--- src/rtl/jk_mod_counter.sv ---
// jk_mod_counter: WIDTH-bit JK register with hold/mod-up/mod-down/per-bit JK modes, tc and wrap outputs
// Define JK_MOD_COUNTER_SAT_EN to saturate at the terminal values instead of wrapping.
module jk_mod_counter #(
  parameter int     WIDTH     = 4,
  parameter longint MOD_VAL   = 16,
  parameter longint RESET_VAL = 0
) (
  input  logic             clk,
  input  logic             rst,
  input  logic             en,
  input  logic             sync_clr,
  input  logic [1:0]       mode,
  input  logic [WIDTH-1:0] j,
  input  logic [WIDTH-1:0] k,
  output logic [WIDTH-1:0] q,
  output logic             tc,
  output logic             wrap
);
  localparam logic [WIDTH-1:0] TOP = WIDTH'(MOD_VAL - 64'sd1);
  localparam logic [WIDTH-1:0] RST = WIDTH'(RESET_VAL);
`ifdef JK_MOD_COUNTER_SAT_EN
  localparam bit SAT = 1'b1;
`else
  localparam bit SAT = 1'b0;
`endif
  generate
    if (WIDTH < 1 || WIDTH > 32 || MOD_VAL < 64'sd2 || MOD_VAL > (64'sd1 <<< WIDTH) ||
        RESET_VAL < 64'sd0 || RESET_VAL >= MOD_VAL) begin : g_bad_params
      $error("jk_mod_counter: illegal WIDTH/MOD_VAL/RESET_VAL");
    end
  endgenerate
  logic [WIDTH-1:0] q_next;
  logic             wrap_next;
  logic             at_top, at_zero;
  assign at_top  = q == TOP;
  assign at_zero = q == '0;
  assign tc = en & ~sync_clr & ((mode == 2'b01 & at_top) | (mode == 2'b10 & at_zero));
  // Values above TOP can only come from JK mode; they snap back into range without a wrap pulse.
  always_comb begin
    q_next    = q;
    wrap_next = 1'b0;
    if (sync_clr) q_next = RST;
    else if (en) begin
      case (mode)
        2'b01: begin
          q_next    = at_top ? (SAT ? q : '0) : (q > TOP ? '0 : q + WIDTH'(1));
          wrap_next = at_top & ~SAT;
        end
        2'b10: begin
          q_next    = at_zero ? (SAT ? q : TOP) : (q > TOP ? TOP : q - WIDTH'(1));
          wrap_next = at_zero & ~SAT;
        end
        2'b11: q_next = (j & ~q) | (~k & q);
        default: q_next = q;
      endcase
    end
  end
  always_ff @(posedge clk or posedge rst)
    if (rst) begin
      q    <= RST;
      wrap <= 1'b0;
    end else begin
      q    <= q_next;
      wrap <= wrap_next;
    end
endmodule

--- config.mk ---
export PLATFORM = sky130hd
export DESIGN_NAME = jk_mod_counter
export DESIGN_NICKNAME = d
export VERILOG_FILES = /design/src/rtl/jk_mod_counter.sv
export SDC_FILE = /design/constraint.sdc
export NUM_CORES = 1
export LEC_CHECK = 0
export CORE_AREA = 10 10 47 49
export DETAILED_ROUTE_END_ITERATION = 6
export DIE_AREA = 0 0 57 59
export PLACE_DENSITY = 0.8
export SLEW_MARGIN = 15
export SYNTH_ARGS = -nofsm -noshare
export SYNTH_HDL_FRONTEND = slang
export SYNTH_SLANG_ARGS = --single-unit
--- constraint.sdc ---
create_clock -name clk -period 2.05 [get_ports clk]
set_input_delay 0.205 -clock clk [delete_from_list [all_inputs] [get_ports clk]]
set_output_delay 0.205 -clock clk [all_outputs]
set_load 0.05 [all_outputs]
==> flow_metrics.py, run 1 <==
metrics = {
    "die": {
        "initial_core_util": 0.3732,
        "core_mm2": 0.001401,
        "rows": 14,
        "die_area_mm2": 0.003363,
        "ios": 20,
        "die_w_um": 57,
        "die_h_um": 59,
    },
    "route": {
        "vias": 568,
        "viasPerCell": 5.515,
        "drt-pass1-iter-count": 4,
        "drc": 0,
        "wl_per_cell_um": 14.17,
        "antenna_left": 0,
        "wirelength_um": 1459,
        "drt_iter0_drc": 18,
    },
    "timing": {
        "setup_viol": 0,
        "finalHoldViolCount": 0,
        "tightest_slew_ns": 0.5028,
        "max_slew_margin": 0.6638,
        "rsz0062_at_grt": "false",
        "min_period_ns": 1.913,
        "fin_crit_sh": 0.9332,
        "clock.fmax_mhz": 522.7,
        "finalMaxSlewViolations": 0,
        "tns_ns": 0,
        "fin_skew_ns": 0.008402,
    },
    "critical_path": {
        "endpoint_kind": "output pin",
        "startpoint": "q[1]",
        "worst-setup-path-type": "reg -> out",
        "endpoint": "tc",
        "cp-start-kind": "register",
        "crit_fanout": 10,
        "required_ns": 1.85,
        "reg2reg_from": "q[1]",
        "r2r-end": "q[0]",
        "ff2ff_path_depth": 5,
        "r2r_slack_ns": 0.35,
        "cp.arrival_ns": 1.71,
    },
    "clock_tree": {
        "insertion_delay_ns": 0.25,
        "cts_tree": "done",
        "cts.sinks": 5,
        "cts_hold_buf": 0,
        "cts_buffer_depth": 2,
        "ctsHtreeMaxLevel": 1,
        "numCtsBuffers": 3,
        "clk_pin_slew_ns": 0.05,
        "cts-root-buf": "clkbuf_4",
    },
    "global_route": {
        "grt_pass1_vias": 609,
        "grt_remaining_overflow": 0,
        "grt_pass1_wl_um": 2594,
        "grt_usage": 0.09445,
        "antenna_found_initial": 0,
        "grt_max_degree": 12,
    },
    "synth": {
        "synth_edf_count": 0,
        "synth_top_cell_by_area": "dfrtp_1",
        "yosys.cell_types.count": 32,
        "synth.cell_area_um2": 523.0,
        "seq_area_frac_synth": 0.2392,
        "synth.area.top_cells": "dfrtp_1 24%, ha_1 12%, o211ai_1 5.7%, inv_1 5.0%, nand2_1 5.0%",
        "async_flop_share": 1.000,
        "yosysTopAreaCellShare": 0.2392,
        "ys_warn_count": 0,
        "synth-seq-cells": 5,
        "syn-num-nets": 83,
        "syn_inst": 64,
        "ys.flop_type": "dfrtp_1",
        "post_synth.cell_area_avg_um2": 8.172,
    },
    "placement": {
        "hpwl_um": 1157,
        "place_inst": 99,
        "gp_congestion": 0.9162,
        "io_buffers": 19,
        "place_area_um2": 754.5,
    },
    "finish": {
        "drive_above_1_share": 0.1954,
        "finalNonFillerCells": 103,
        "utilization": 0.5580,
        "final_common_cell": "clkdlybuf4s50_1",
        "layout.nets": 107,
        "areaGrowthSynthToFinish_pct": 49.52,
        "final_cell_area_um2": 782.0,
        "final_cell_mix": "18 x clkdlybuf4s50_1, 7 x inv_1, 7 x nand2_1, 5 x ha_1",
        "num_antenna_cells": 0,
    },
    "pwr": {
        "power_per_cell_area_mw_per_mm2": 499.4,
        "p_leak_nw": 0.3308,
        "vdd_drop_max_uv": 462.8,
    },
    "hold_path": {
        "hp-class": "in -> async",
    },
    "run_status": {
        "status": "finished clean",
    },
    "run": {
        "max_cap_viol_count": 0,
    },
}
## cell usage after synthesis (2+ instances only)
cell type  instances
inv_1              7
nor2_1             5
ha_1               5
o21ai_0            2
o211ai_1           4
buf_2              2
a21oi_1            3
dfrtp_1            5
nand2_1            7
nand3_1            2
## per-layer routing
layer,track usage,share of wire,up-vias
met2,0.1566,0.49,28
li1,-,-,286
met3,0.03863,0.070,4
met1,0.1041,0.43,250
met4,0.04027,0.014,0
met5,0,0,-
## worst min path at each step
stage                     start  endpoint  slack (ns)  cells after the start
after floorplan             rst      q[0]       -0.02                      1
after global placement      rst      q[0]        0.41                      2
after detailed placement    rst      q[1]        0.43                      2
after CTS                   rst      q[1]        0.16                      2
after global routing        rst      q[1]        0.16                      2
final                       rst      q[1]        0.16                      2
## power breakdown
part	total [mW]	internal, mW	switching, mW
combinational	0.157	0.0744	0.0829
sequential	0.118	0.106	0.0123
clock	0.115	0.0737	0.0415
total	0.391	0.254	0.137
## sequential cells by signal, indices dropped and copies added (netlist names)
name	flops
wrap	1
q	4
## kinds of logic after synthesis
kind of cell / synth area share
flip-flops: 0.2392
adder cells (fa/ha/maj): 0.1196
AND/OR/NAND/NOR: 0.2034
buffers and inverters: 0.08373
AO/OA/AOI/OAI: 0.3541
## critical path, stage by stage, from the launching register on
cell	delay [ns]
dfrtp_1	0.53
ha_1	0.32
nand3_1	0.10
nor2_1	0.11
a41oi_1	0.08
nor2_2	0.17
buf_12	0.15
## metrics by stage
step / setup slack (ns) / hold WS [ns] / total power [mW]
finish: 0.1370 / 0.1600 / 0.3905
global route: 0.02423 / 0.1621 / 0.4201
CTS: 0.08887 / 0.1587 / 0.3951
detailed placement: 0.1030 / 0.4286 / 0.2749
global placement: 0.1467 / 0.4082 / 0.2733
floorplan: 0.09328 / -0.01648 / 0.2124
## what timing repair did
action / 4_1_cts / 5_1_grt
setup buffers: 0 / 0
setup endpoints to repair: 0 / 1
resized for setup: 0 / 1
## final cells by class
cell class | instances | area, µm²
fillers | 135 | 619.3
flip-flops and latches | 5 | 126.4
inverters | 8 | 30.03
clock buffers | 4 | 26.28
repair buffers | 22 | 222.7
multi-input cells | 48 | 356.6
well taps | 16 | 20.02
(Power assumes the default switching activity.)
==> run 2: changes to the inputs <==
- CELL_PAD_IN_SITES_DETAIL_PLACEMENT: not set -> 1
- CELL_PAD_IN_SITES_GLOBAL_PLACEMENT: not set -> 1
- CORE_AREA: 10 10 47 49 -> not set
- CORE_MARGIN: not set -> 10
- CORE_UTILIZATION: not set -> 31
- CTS_BUF_LIST: not set -> sky130_fd_sc_hd__clkbuf_8
- DIE_AREA: 0 0 57 59 -> not set
- GPL_ROUTABILITY_DRIVEN: not set -> 0
- PLACE_DENSITY: 0.8 -> 0.86
==> run 2 against run 1 <==
Wire length rose by 24%. Final area up 2.2%. Die area is 11% higher. Critical path type unchanged.
==> flow_metrics.py, run 2 (synthesis results as in run 1) <==
metrics = {
    "clock_tree": {
        "ctsHtreeMaxLevel": 1,
        "insertion_delay_ns": 0.23,
        "cts_tree": "done",
        "cts_buffer_depth": 2,
        "cts-root-buf": "clkbuf_8",
        "numCtsBuffers": 3,
        "cts_hold_buf": 0,
        "cts.sinks": 5,
        "clk_pin_slew_ns": 0.04,
        "post_cts_buffers": 0,
        "ctsResizeCount": 0,
    },
    "pwr": {
        "vdd_drop_max_uv": 338.2,
        "pwr-share-comb": 0.344,
        "p_leak_nw": 0.3442,
        "switching_share": 0.3412,
        "power_per_cell_area_mw_per_mm2": 587.4,
        "p_seq_frac": 0.253,
        "power_switching_mw": 0.1603,
        "p_int_mw": 0.3094,
        "pwr-share-clk": 0.403,
    },
    "finish": {
        "multi_input_area_um2": 356.6,
        "areaGrowthSynthToFinish_pct": 52.87,
        "layout.nets": 107,
        "regArea_um2": 125.1,
        "final_common_cell": "clkdlybuf4s50_1",
        "largest_register_ffs": 4,
        "fill_cells": 189,
        "num_antenna_cells": 0,
        "regMostFlops": "q",
        "drive_above_1_share": 0.1839,
        "finalNonFillerCells": 103,
        "reg.largest.list": "q x4, wrap x1",
        "final_cell_mix": "18 x clkdlybuf4s50_1, 8 x inv_1, 7 x nand2_1, 5 x ha_1, 5 x dfrtp_1",
    },
    "critical_path": {
        "crit_family": "flip-flops",
        "ff2ff_path_depth": 6,
        "r2r-end": "q[3]",
        "worst-setup-path-type": "reg -> out",
        "cp-start-kind": "register",
        "r2r_slack_ns": 0.27,
        "endpoint_kind": "output pin",
        "cp.arrival_ns": 1.75,
        "crit_buf_inv": 2,
        "reg2reg_from": "q[0]",
        "required_ns": 1.85,
        "crit_fanout": 11,
        "worst_path_largest_cell_delay_ns": 0.55,
        "crit_chain": "inv_1 > ha_1 > a41oi_1 > nor2_2 > buf_12",
        "crit_slowest_cell": "dfrtp_1",
    },
    "route": {
        "vias": 587,
        "drt_iter0_drc": 6,
        "wl_per_cell_um": 17.63,
        "antenna_left": 0,
        "drt-pass1-iter-count": 4,
        "wirelength_um": 1816,
        "drc": 0,
        "viasPerCell": 5.699,
    },
    "global_route": {
        "grt_max_degree": 12,
        "grt_pass1_vias": 637,
        "grt_pass1_wl_um": 3036,
        "grt_usage": 0.1065,
        "antenna_found_initial": 0,
        "grt_remaining_overflow": 0,
    },
    "timing": {
        "min_period_ns": 1.955,
        "hold_slack_ns": 0.1944,
        "tightest_slew_ns": 0.5043,
        "finalMaxSlewViolations": 0,
        "fin_crit_sh": 0.9537,
        "finalHoldViolCount": 0,
        "rsz0062_at_grt": "false",
        "max_slew_margin": 0.6628,
        "setup_viol": 0,
        "fin_skew_ns": 0.002229,
        "clock.fmax_mhz": 511.5,
        "tns_ns": 0,
    },
    "die": {
        "die_h_um": 61.08,
        "rows": 14,
        "core_mm2": 0.001559,
        "die_area_mm2": 0.003730,
        "die_w_um": 61.08,
        "initial_core_util": 0.3355,
        "ios": 20,
    },
    "run": {
        "max_cap_viol_count": 0,
    },
    "placement": {
        "io_buffers": 19,
        "hpwl_um": 1374,
        "place_inst": 99,
    },
    "hold_path": {
        "hp-class": "in -> async",
    },
    "run_status": {
        "status": "finished clean",
    },
}
==> run 2: cell types whose count changed in the layout (fill, tap and decap cells not counted) <==
cell and change:
dfrtp_1 +1, inv_1 +1, clkbuf_8 +3, dfrtp_2 -1, clkbuf_4 -3, clkbuf_1 -1
==> run 2: power groups by stage <==
| stage | sequential, mW | clock [mW] | combinational, mW |
|---|---|---|---|
| after floorplan | 0.134 | 0 | 0.0779 |
| after CTS | 0.119 | 0.186 | 0.163 |
| after global placement | 0.119 | 0 | 0.157 |
| final | 0.119 | 0.189 | 0.162 |
| after global routing | 0.120 | 0.195 | 0.175 |
| after detailed placement | 0.120 | 0 | 0.160 |
==> run 2: through the flow <==
step	area [µm²]	util	setup slack (ns)	power, mW
6_report	799.5	0.5128	0.09496	0.4696
5_1_grt	799.5	0.5128	0.004557	0.4900
3_5_place_dp	754.5	0.4839	0.1295	0.2802
4_1_cts	799.5	0.5128	0.06242	0.4680
2_1_floorplan	525.5	-	0.09328	0.2124
3_3_place_gp	754.5	0.4839	0.1679	0.2764
==> run 2: routing by layer <==
layer,share of wire,up-vias,GRT usage
met1,0.44,278,0.1216
met5,0,-,0
met3,0.070,5,0.02469
met2,0.46,23,0.1746
met4,0.026,0,0.06840
li1,-,281,-
==> run 2: worst max path at each step <==
stage / from / endpoint / slack [ns] / cells past startpoint
final: q[0] / tc / 0.09 / 5
after global routing: q[0] / tc / 0.005 / 5
after CTS: q[0] / tc / 0.06 / 5
after detailed placement: mode[0] / q[1] / 0.13 / 6
after global placement: mode[0] / q[2] / 0.17 / 7
after floorplan: q[1] / q[3] / 0.09 / 7
==> run 2: area by class of cell <==
| type | instances | share of cell area |
|---|---|---|
| clock inverters | 1 | 0.004695 |
| inverters | 8 | 0.03756 |
| flip-flops and latches | 5 | 0.1565 |
| multi-input cells | 48 | 0.4460 |
| well taps | 16 | 0.02504 |
| repair buffers | 22 | 0.2786 |
| clock buffers | 3 | 0.05164 |
==> run 2: worst reg2reg max path, stage by stage, from the launching register on <==
cell and delay [ns]:
dfrtp_1 0.55, inv_1 0.12, ha_1 0.28, o21bai_1 0.18
a21oi_1 0.17, o211ai_1 0.12, a32o_1 0.26
